[src/rtl/dac_sched_pkg.sv]
// Shared types and constants for the DAC update scheduler: FSM states,
// DAC port widths and the idle levels of the DAC control pins.
package dac_sched_pkg;

    typedef enum logic [1:0] {
        ST_IDLE,
        ST_SETUP,
        ST_STROBE,
        ST_HOLD
    } dac_state_e;

    localparam int DAC_ADDR_W = 5;
    localparam int DAC_DATA_W = 16;

    localparam logic CS_N_IDLE  = 1'b1;
    localparam logic RE_WR_IDLE = 1'b1;

endpackage

[src/rtl/rr_arbiter.sv]
// Combinational round-robin arbiter: first requester after ptr, with wrap.
// The pointer register is owned by the parent.
module rr_arbiter #(
    parameter int NUM_CH = 8,
    parameter int CH_W   = (NUM_CH > 1) ? $clog2(NUM_CH) : 1
) (
    input  logic [NUM_CH-1:0] req,
    input  logic [CH_W-1:0]   ptr,
    output logic [CH_W-1:0]   gnt_idx,
    output logic              gnt_vld
);

    logic [CH_W-1:0] idx;

    // Walk from the farthest offset down so the nearest requester wins last.
    always_comb begin
        gnt_idx = '0;
        gnt_vld = 1'b0;
        idx     = '0;
        for (int off = NUM_CH; off >= 1; off--) begin
            idx = CH_W'((int'(ptr) + off) % NUM_CH);
            if (req[idx]) begin
                gnt_idx = idx;
                gnt_vld = 1'b1;
            end
        end
    end

endmodule

[src/rtl/dac_update_scheduler.sv]
// Shadows per-channel DAC values and drives them out round-robin through a
// setup/strobe/hold parallel write cycle. Optional DAC_LDAC_EN adds dac_ldac_n.
module dac_update_scheduler
    import dac_sched_pkg::*;
#(
    parameter int NUM_CH     = 8,
    parameter int CH_W       = (NUM_CH > 1) ? $clog2(NUM_CH) : 1,
    parameter int SETUP_CYC  = 1,
    parameter int STROBE_CYC = 2,
    parameter int HOLD_CYC   = 1
) (
    input  logic                  clk,
    input  logic                  rst_n,
    input  logic                  upd_we,
    input  logic [CH_W-1:0]       upd_ch,
    input  logic [15:0]           upd_data,
    input  logic                  enable,
    output logic [NUM_CH-1:0]     pending,
    output logic                  busy,
    output logic                  xfer_done,
    output logic                  dac_re_wr,
    output logic                  dac_cs_n,
    output logic [DAC_ADDR_W-1:0] dac_add,
    output logic [DAC_DATA_W-1:0] dac_data
`ifdef DAC_LDAC_EN
    ,
    output logic                  dac_ldac_n
`endif
);

    localparam int MAX_CYC = (SETUP_CYC > STROBE_CYC) ?
                             ((SETUP_CYC > HOLD_CYC) ? SETUP_CYC : HOLD_CYC) :
                             ((STROBE_CYC > HOLD_CYC) ? STROBE_CYC : HOLD_CYC);
    localparam int CNT_W = (MAX_CYC > 1) ? $clog2(MAX_CYC) : 1;

    dac_state_e                state;
    logic [CNT_W-1:0]          cnt;
    logic [CH_W-1:0]           ptr;
    logic [DAC_DATA_W-1:0]     shadow [NUM_CH];
    logic [NUM_CH-1:0]         pending_nxt;
    logic [CH_W-1:0]           gnt_idx;
    logic                      gnt_vld;
    logic                      grant_fire;
    logic                      upd_ok;

    rr_arbiter #(
        .NUM_CH (NUM_CH),
        .CH_W   (CH_W)
    ) u_arb (
        .req     (pending),
        .ptr     (ptr),
        .gnt_idx (gnt_idx),
        .gnt_vld (gnt_vld)
    );

    assign upd_ok     = upd_we && (int'(upd_ch) < NUM_CH);
    assign grant_fire = (state == ST_IDLE) && enable && gnt_vld;

    // Set after clear: an update landing on the grant edge stays pending.
    always_comb begin
        pending_nxt = pending;
        if (grant_fire) pending_nxt[gnt_idx] = 1'b0;
        if (upd_ok)     pending_nxt[upd_ch]  = 1'b1;
    end

    always_ff @(posedge clk or negedge rst_n) begin
        if (!rst_n) begin
            state     <= ST_IDLE;
            cnt       <= '0;
            ptr       <= CH_W'(NUM_CH - 1);
            pending   <= '0;
            busy      <= 1'b0;
            xfer_done <= 1'b0;
            dac_cs_n  <= CS_N_IDLE;
            dac_re_wr <= RE_WR_IDLE;
            dac_add   <= '0;
            dac_data  <= '0;
            for (int i = 0; i < NUM_CH; i++) shadow[i] <= '0;
        end else begin
            pending   <= pending_nxt;
            xfer_done <= 1'b0;
            if (upd_ok) shadow[upd_ch] <= upd_data;
            case (state)
                ST_IDLE: begin
                    if (grant_fire) begin
                        ptr       <= gnt_idx;
                        dac_add   <= DAC_ADDR_W'(gnt_idx);
                        dac_data  <= shadow[gnt_idx];
                        dac_re_wr <= 1'b0;
                        busy      <= 1'b1;
                        cnt       <= CNT_W'(SETUP_CYC - 1);
                        state     <= ST_SETUP;
                    end
                end
                ST_SETUP: begin
                    if (cnt == '0) begin
                        dac_cs_n <= 1'b0;
                        cnt      <= CNT_W'(STROBE_CYC - 1);
                        state    <= ST_STROBE;
                    end else begin
                        cnt <= cnt - 1'b1;
                    end
                end
                ST_STROBE: begin
                    if (cnt == '0) begin
                        dac_cs_n  <= CS_N_IDLE;
                        cnt       <= CNT_W'(HOLD_CYC - 1);
                        xfer_done <= (HOLD_CYC == 1);
                        state     <= ST_HOLD;
                    end else begin
                        cnt <= cnt - 1'b1;
                    end
                end
                ST_HOLD: begin
                    if (cnt == '0) begin
                        dac_re_wr <= RE_WR_IDLE;
                        busy      <= 1'b0;
                        state     <= ST_IDLE;
                    end else begin
                        cnt       <= cnt - 1'b1;
                        xfer_done <= (cnt == CNT_W'(1));
                    end
                end
                default: state <= ST_IDLE;
            endcase
        end
    end

`ifdef DAC_LDAC_EN
    // Load strobe in the idle cycle that closes a batch.
    always_ff @(posedge clk or negedge rst_n) begin
        if (!rst_n) begin
            dac_ldac_n <= 1'b1;
        end else begin
            dac_ldac_n <= !((state == ST_HOLD) && (cnt == '0) && (pending_nxt == '0));
        end
    end
`endif

endmodule
[config.mk]
export PLATFORM = sky130hd
export DESIGN_NAME = dac_update_scheduler
export DESIGN_NICKNAME = d
export VERILOG_FILES = /design/src/rtl/dac_sched_pkg.sv /design/src/rtl/rr_arbiter.sv /design/src/rtl/dac_update_scheduler.sv
export SDC_FILE = /design/constraint.sdc
export NUM_CORES = 1
export LEC_CHECK = 0
export ABC_CLOCK_PERIOD_IN_PS = 7100
export CAP_MARGIN = 20
export CORE_UTILIZATION = 40
export CTS_BUF_LIST = sky130_fd_sc_hd__clkbuf_8
export DETAILED_ROUTE_END_ITERATION = 8
export GPL_ROUTABILITY_DRIVEN = 0
export PLACE_DENSITY = 0.66
export SLEW_MARGIN = 10
export SYNTH_ARGS = -nofsm -noshare
export SYNTH_HDL_FRONTEND = slang
export SYNTH_SLANG_ARGS = --single-unit
[constraint.sdc]
create_clock -name clk -period 7.1 [get_ports clk]
set_clock_uncertainty 0.15 [all_clocks]
set_input_delay 1.42 -clock clk [delete_from_list [all_inputs] [get_ports clk]]
set_output_delay 1.42 -clock clk [all_outputs]
set_load 0.005 [all_outputs]
# Yosys cells after proc, flatten, opt, wreduce, memory -nomap -nowiden
# Cells that the tools add are included.
[totals]
regBits = 165
in_bits = 23
out_inout_bits = 33
elab_cells = 129
[op_classes]
addsub = 9
magnitude_cmp = 15
n_eq_ne = 7
mux = 62
n_bitwise = 5
reduce_logical = 13
[ops]
columns = ["operator", "n"]
rows = [
  ["bitwise mux 128 bit", 1],
  ["binary-select mux 16 bit (select 3 bit)", 1],
  ["demux 16 bit (select 3 bit)", 1],
  ["two-way mux 16 bit", 3],
  ["less-than comparator 3 x 4 -> 1 bit, second input constant", 10],
  ["two-way mux 1 bit", 26],
  ["binary-select mux 1 bit (select 3 bit)", 8],
  ["two-way mux 3 bit", 8],
  ["two-way mux 8 bit", 2],
  ["adder 3 bit, second input constant", 4],
  ["AND 8 bit", 1],
  ["greater-or-equal comparator 4 bit, second input constant", 2],
  ["two-way mux 2 bit", 4],
  ["inequality test 2 bit, second input constant", 4],
  ["inverter 3 -> 4 bit", 2],
  ["inverter 8 bit", 1],
  ["OR 8 bit", 1],
  ["case mux 1 bit (2 select lines)", 4],
  ["case mux 2 bit (4 select lines)", 1],
  ["adder 3 x 1 -> 3 bit, second input constant", 2],
  ["adder 3 x 2 -> 3 bit, second input constant", 2],
  ["demux 1 bit (select 3 bit)", 2],
  ["greater-or-equal comparator 3 x 1 -> 1 bit, second input constant", 2],
  ["AND reduction 3 bit", 2],
  ["11 further kinds", 17],
]

# Longest topological paths before layout
[logic_depth]
depth_word = 20
ltp_mapped = 16
ltp_nobuf = 10

# Modules after synthesis
# A second synthesis with hierarchy kept.
[unflattened]
cells_unflattened = 607
hier_area_um2 = 8062.7
[modules_own_cells]
columns = ["mod", "instances", "cells_each", "area_per_inst_um2", "seq_area_each_um2"]
rows = [
  ["dac_update_scheduler", 1, 530, 7388.3, 4135.2],
  ["rr_arbiter", 1, 77, 674.4, 0.0],
]

# Worst setup path before layout
# No wires, ideal clock.
[synth_path]
path_kind = "register -> register"
from = "reg ptr[1]"
to = "reg dac_data[5]"
setup_time_ps = 130
arrival_time_ps = 3853
required_time_ps = 6820
slack_ps = 2967
stages_incl_launch_ff = 15
path_buffers = 4
period_less_slack_ps = 4133
cell_sequence = "dfstp_2 -> buf_2 -> buf_2 -> inv_1 -> ha_1 -> buf_2 -> mux4_2 -> mux2_4 -> a2111o_1 -> o221ai_1 -> a31o_2 -> buf_6 -> mux4_2 -> nand3_1 -> o211ai_2"
[synth_between]
elab_chain_cells = 15
elab_cells_between_ends = 46
cone_classes = "add/sub (8); mux (35); bitwise (1); reduce/logical (2)"
[synth_lines]
columns = ["item", "line_no", "text"]
rows = [
  ["from (decl)", "dac_update_scheduler.sv:38", "logic [CH_W-1:0] ptr;"],
  ["from (signal assigned)", "dac_update_scheduler.sv:70", "ptr <= CH_W'(NUM_CH - 1);"],
  ["from (signal assigned)", "dac_update_scheduler.sv:86", "ptr <= gnt_idx;"],
  ["adder 3 x 1 -> 3 bit", "rr_arbiter.sv:21", "idx = CH_W'((int'(ptr) + off) % NUM_CH);"],
  ["binary-select mux 1 bit (select 3 bit)", "rr_arbiter.sv:22", "if (req[idx]) begin"],
  ["two-way mux 1 bit (not written as such)", "rr_arbiter.sv:22", ""],
  ["two-way mux 3 bit (8 in a row)", "rr_arbiter.sv:22", ""],
  ["inverter 3 -> 4 bit (not written as such)", "dac_update_scheduler.sv:88", "dac_data <= shadow[gnt_idx];"],
  ["binary-select mux 16 bit (select 3 bit)", "dac_update_scheduler.sv:88", ""],
  ["two-way mux 16 bit (not written as such) (2 in a row)", "dac_update_scheduler.sv:88", ""],
  ["to (signal assigned)", "dac_update_scheduler.sv:88", ""],
  ["to (decl)", "dac_update_scheduler.sv:24", "output logic [DAC_DATA_W-1:0] dac_data"],
]
# Parallel ways exist; a longest one is shown, timed or not. The select of a mux whose other input is x is not followed.
# A chain may end at the register's enable or synchronous reset.

# Worst setup path in the final report
[layout_path]
from = "reg ptr[0]"
to = "reg dac_data[13]"
# Same word-level chain as after synthesis.

==> results.md <==
Routing:
- The number of remaining DRC errors is 0.
- Once detail routing completed, the nets flagged for antenna violations numbered 0.
- The routed design has 18920 um of wire.
- The first-pass iteration count of the detailed router is 4.
- The detailed router placed 5300 vias in this run.
- After detailed routing, the average wire length per cell comes to 20.21 um.
- The number of vias per cell is 5.662.
- The count of routing violations after the opening detailed-route iteration is 195.

STA:
- The period utilization is 78.32%.
- The headroom to the max-slew limit is 37.86%.
- Timing would allow up to 179.8 MHz.
- The final worst-path setup slack is 1539 ps.
- For the final routed database, the setup TNS stands at 0 ps.
- The final-report max-slew violation count is 0.
- The smallest clock period supported by the final layout is computed as 5561 ps.
- The number of setup violations in the final report is 0.
- Setup repair after global routing left no endpoint under its margin.
- The count of endpoints failing hold in the final timing report came to 0.
- For the pin with the worst max-slew slack, the measured transition is 932.0 ps.
- On the final layout, the worst hold slack is 357.1 ps.

Global route:
- The global-route wire length before repair is 31240 um.
- The via count of the first global-routing pass is 5712.
- The largest net degree at the start of global routing is 97.
- The remaining global-route overflow is 0.
- The global-route total usage across every layer is 18.55%.
- The initial antenna violation count came to 0.

Cells and area:
- The antenna diode count is 0.
- At the end of the flow, the number of nets in the layout was 684.
- The share of final-layout standard cells stronger than drive strength 1 is 38.44%.
- The area growth from synthesis to layout is 14.42%.
- Fill cells in the final layout number 1780.
- The utilization after layout is 47.18%.

Yosys:
- Counting flops with an async set or reset pin after synthesis yields a share of 100.0%.
- After technology mapping, the gate count stands at 611.
- The count of flip-flops with a built-in enable after synthesis is 0.
- Summing every instance area after synthesis gives 8451 um^2.
- The synthesized design contains 165 register bits.
- The total number of yosys warnings is 0.
- Dividing the synthesized area by the synthesized cell count gives 13.83 um^2.
- In the synthesized netlist the dominant register cell turns out to be sky130_fd_sc_hd__dfrtp_1.
- The share of the Yosys chip area taken by registers is 48.93%.
- The synthesized netlist contains 56 unique library cells.

Power:
- The leakage power is 4.067 nW.
- In this run the power density over the cells is 545.0 nW/um^2.
- The worst-case IR drop observed on VDD is 0.4733 mV.

CTS:
- The number of hold buffers added after CTS was 0.
- The number of setup buffers added after CTS is 0.
- Clock tree synthesis inserted a total of 17 buffers.
- The clock sink total is 165.
- The H-tree depth is 4.
- The root buffer cell chosen for the clock tree is sky130_fd_sc_hd__clkbuf_8.
- No sink is reached through more buffers than the 2 on the longest clock path.
- Once the clock tree was built, the resizer swapped 0 gates to a different size.
- TritonCTS built the clock tree.
- The clock latency at the later pin of the worst-skew pair is 460 ps.
- After clock tree synthesis, the clock-pin slew on the worst setup and hold paths is 80 ps.

Run:
- The tool flagged a number of max-cap violations equal to 0.

Placed design:
- OpenSTA, run right after detailed placement, puts the worst setup slack at 1548 ps.
- Once detailed placement completed, the half-perimeter wirelength came to 12000 um.
- The count of buffers added on input and output ports is 53.

Setup path:
- The endpoint type of the worst setup path is a register.
- The data required time at the worst endpoint is 7260 ps.
- The worst setup path is of the reg2reg kind.
- STA classifies the critical path startpoint as a register.
- Of all nets on the critical path, the largest fanout is 22.
- The data arrival time at the worst-slack endpoint is 5720 ps.

Floorplanning:
- The overall die area is 21710 um^2.
- The I/O pin count is 56.
- In this run the vertical extent of the chip is 147.4 um.
- The initial utilization of the core area, before any placement, comes to 41.23%.
- The core region area is 20490 um^2.
- The floorplan step set the die width to 147.4 um.
- The number of placement rows is 52.

Status:
- The run finished with clean final reports.

Hold path:
- The path class of the lowest-slack min-delay path is reg2reg.
[per-layer routing]
| layer | vias to the layer above | share of wire, % | GRT usage (%) | routed length [um] |
|---|---|---|---|---|
| li1 | 2355 | - | - | - |
| met1 | 2814 | 44 | 24.71 | 8400 |
| met2 | 106 | 51 | 30.97 | 9733 |
| met3 | 25 | 2.7 | 2.826 | 516 |
| met4 | 0 | 1.4 | 6.186 | 264 |
| met5 | - | 0 | 0 | 0 |
[worst max-delay path, stage by stage, from the launching register on]
cell	delay, ps
sky130_fd_sc_hd__dfstp_2	830
sky130_fd_sc_hd__clkinv_1	350
sky130_fd_sc_hd__ha_1	750
sky130_fd_sc_hd__mux4_2	660
sky130_fd_sc_hd__mux2_4	340
sky130_fd_sc_hd__a2111o_1	400
sky130_fd_sc_hd__o221ai_1	190
sky130_fd_sc_hd__a31o_2	630
sky130_fd_sc_hd__buf_4	370
sky130_fd_sc_hd__mux4_2	530
sky130_fd_sc_hd__nand3_1	110
sky130_fd_sc_hd__o211ai_2	90
[synth_stat cells (2+ instances only)]
| master | n | area [um^2] |
|---|---|---|
| sky130_fd_sc_hd__dfrtp_1 | 160 | 4004 |
| sky130_fd_sc_hd__mux2_2 | 147 | 1655 |
| sky130_fd_sc_hd__mux2i_1 | 43 | 430.4 |
| sky130_fd_sc_hd__mux4_2 | 32 | 720.7 |
| sky130_fd_sc_hd__nand2_1 | 32 | 120.1 |
| sky130_fd_sc_hd__clkbuf_1 | 21 | 78.83 |
| sky130_fd_sc_hd__nand3_1 | 19 | 95.09 |
| sky130_fd_sc_hd__o211ai_2 | 15 | 187.7 |
| sky130_fd_sc_hd__buf_2 | 12 | 60.06 |
| sky130_fd_sc_hd__inv_1 | 8 | 30.03 |
| sky130_fd_sc_hd__ha_1 | 7 | 87.58 |
| sky130_fd_sc_hd__nand2b_1 | 7 | 43.79 |
| sky130_fd_sc_hd__nor2_1 | 7 | 26.28 |
| sky130_fd_sc_hd__a21o_1 | 6 | 45.04 |
| sky130_fd_sc_hd__nor3_1 | 6 | 30.03 |
| sky130_fd_sc_hd__o21ai_0 | 6 | 30.03 |
| sky130_fd_sc_hd__a22o_1 | 5 | 43.79 |
| sky130_fd_sc_hd__dfstp_2 | 5 | 131.4 |
| sky130_fd_sc_hd__a21oi_1 | 4 | 20.02 |
| sky130_fd_sc_hd__buf_4 | 4 | 30.03 |
| sky130_fd_sc_hd__buf_6 | 4 | 45.04 |
| sky130_fd_sc_hd__nand4b_1 | 4 | 35.03 |
| sky130_fd_sc_hd__o21a_1 | 4 | 30.03 |
| sky130_fd_sc_hd__a31oi_1 | 3 | 18.77 |
| sky130_fd_sc_hd__buf_12 | 3 | 60.06 |
| sky130_fd_sc_hd__nor2b_1 | 3 | 18.77 |
| sky130_fd_sc_hd__nor3b_1 | 3 | 22.52 |
| sky130_fd_sc_hd__o21ai_1 | 3 | 15.01 |
| sky130_fd_sc_hd__xnor2_1 | 3 | 26.28 |
| sky130_fd_sc_hd__xor2_1 | 3 | 26.28 |
| sky130_fd_sc_hd__a221oi_1 | 2 | 17.52 |
| sky130_fd_sc_hd__a311o_1 | 2 | 20.02 |
| sky130_fd_sc_hd__and3_1 | 2 | 12.51 |
| sky130_fd_sc_hd__mux2_4 | 2 | 30.03 |
| sky130_fd_sc_hd__nand4_1 | 2 | 12.51 |
| sky130_fd_sc_hd__o31ai_1 | 2 | 15.01 |
[cell type report]
type                            instances  area [um^2]  area share (%)
Clock buffer                           18        247.7           2.562
Clock inverter                         13        229.0           2.368
Inverter                                9        33.78          0.3494
Multi-Input combinational cell        393         4041           41.80
Sequential cell                       165         4135           42.77
Tap cell                              270        337.8           3.494
Timing Repair Buffer                   68        644.4           6.664
[sequential cells by signal, summed over array words and instances (netlist names)]
register,count
ptr,3
shadow,128
dac_add,3
dac_re_wr,1
dac_cs_n,1
cnt,1
pending,8
busy,1
state,2
dac_data,16
xfer_done,1
[cell usage in the layout (no fill, tap or decap), types with 3 or more instances in the layout]
master,n
sky130_fd_sc_hd__a22o_1,5
sky130_fd_sc_hd__a31oi_1,3
sky130_fd_sc_hd__xor2_1,3
sky130_fd_sc_hd__o21a_1,4
sky130_fd_sc_hd__a21oi_1,4
sky130_fd_sc_hd__dfstp_2,5
sky130_fd_sc_hd__inv_1,8
sky130_fd_sc_hd__mux2i_1,43
sky130_fd_sc_hd__nor2_1,7
sky130_fd_sc_hd__ha_1,7
sky130_fd_sc_hd__clkdlybuf4s50_1,52
sky130_fd_sc_hd__nand4b_1,4
sky130_fd_sc_hd__buf_4,15
sky130_fd_sc_hd__o21ai_0,6
sky130_fd_sc_hd__mux2_2,147
sky130_fd_sc_hd__nand3_1,19
sky130_fd_sc_hd__o211ai_2,15
sky130_fd_sc_hd__clkinvlp_4,4
sky130_fd_sc_hd__clkbuf_8,18
sky130_fd_sc_hd__xnor2_1,3
sky130_fd_sc_hd__bufinv_16,6
sky130_fd_sc_hd__dfrtp_1,160
sky130_fd_sc_hd__nand2_1,32
sky130_fd_sc_hd__nor2b_1,3
sky130_fd_sc_hd__nor3_1,4
sky130_fd_sc_hd__mux4_2,32
sky130_fd_sc_hd__nand2b_1,6
sky130_fd_sc_hd__a21o_1,6
[report_power, final]
| part | switching [mW] | leakage [nW] | total, mW | internal [mW] |
|---|---|---|---|---|
| combinational | 1.47 | 1.87 | 3.02 | 1.55 |
| sequential | 0.244 | 1.97 | 1.45 | 1.21 |
| clock | 0.337 | 0.227 | 0.797 | 0.461 |
[stage by stage]
step | total power, mW | cells | cell area (um^2)
finish | 5.269 | 936 | 9669
global route | 5.598 | 936 | 9669
CTS | 5.301 | 936 | 9669
detailed placement | 4.490 | 905 | 9193
global placement | 4.408 | 905 | 9190
floorplan | 3.921 | 612 | 8454
[final timing paths]
| check | cells after the start | startpoint | slack (ps) | endpoint |
|---|---|---|---|---|
| min in group asynchronous | 1 | rst_n | 900 | shadow[96]$_DFFE_PN0P_ |
| max in group asynchronous | 2 | rst_n | 4480 | shadow[91]$_DFFE_PN0P_ |
| min | 1 | shadow[15]$_DFFE_PN0P_ | 360 | shadow[15]$_DFFE_PN0P_ |
| min reg2reg | 1 | shadow[15]$_DFFE_PN0P_ | 360 | shadow[15]$_DFFE_PN0P_ |
| max reg2reg | 11 | ptr[0]$_DFFE_PN1P_ | 1540 | dac_data[13]$_DFFE_PN0P_ |
| max | 11 | ptr[0]$_DFFE_PN1P_ | 1540 | dac_data[13]$_DFFE_PN0P_ |
[logic make-up (layout without fill, tap and decap cells)]
logic type | after synthesis | count (layout) | share of synthesized area (%)
XOR/XNOR | 6 | 6 | 0.6220
buffers and inverters | 54 | 108 | 3.687
flip-flops | 165 | 165 | 48.93
AND/OR/NAND/NOR | 88 | 88 | 5.167
AO/OA/AOI/OAI | 66 | 66 | 6.944
adder cells (fa/ha/maj) | 7 | 7 | 1.036
multiplexers | 224 | 224 | 33.57
other | 1 | 2 | 0.04438
No activity file was read; power rests on OpenSTA's default activity.
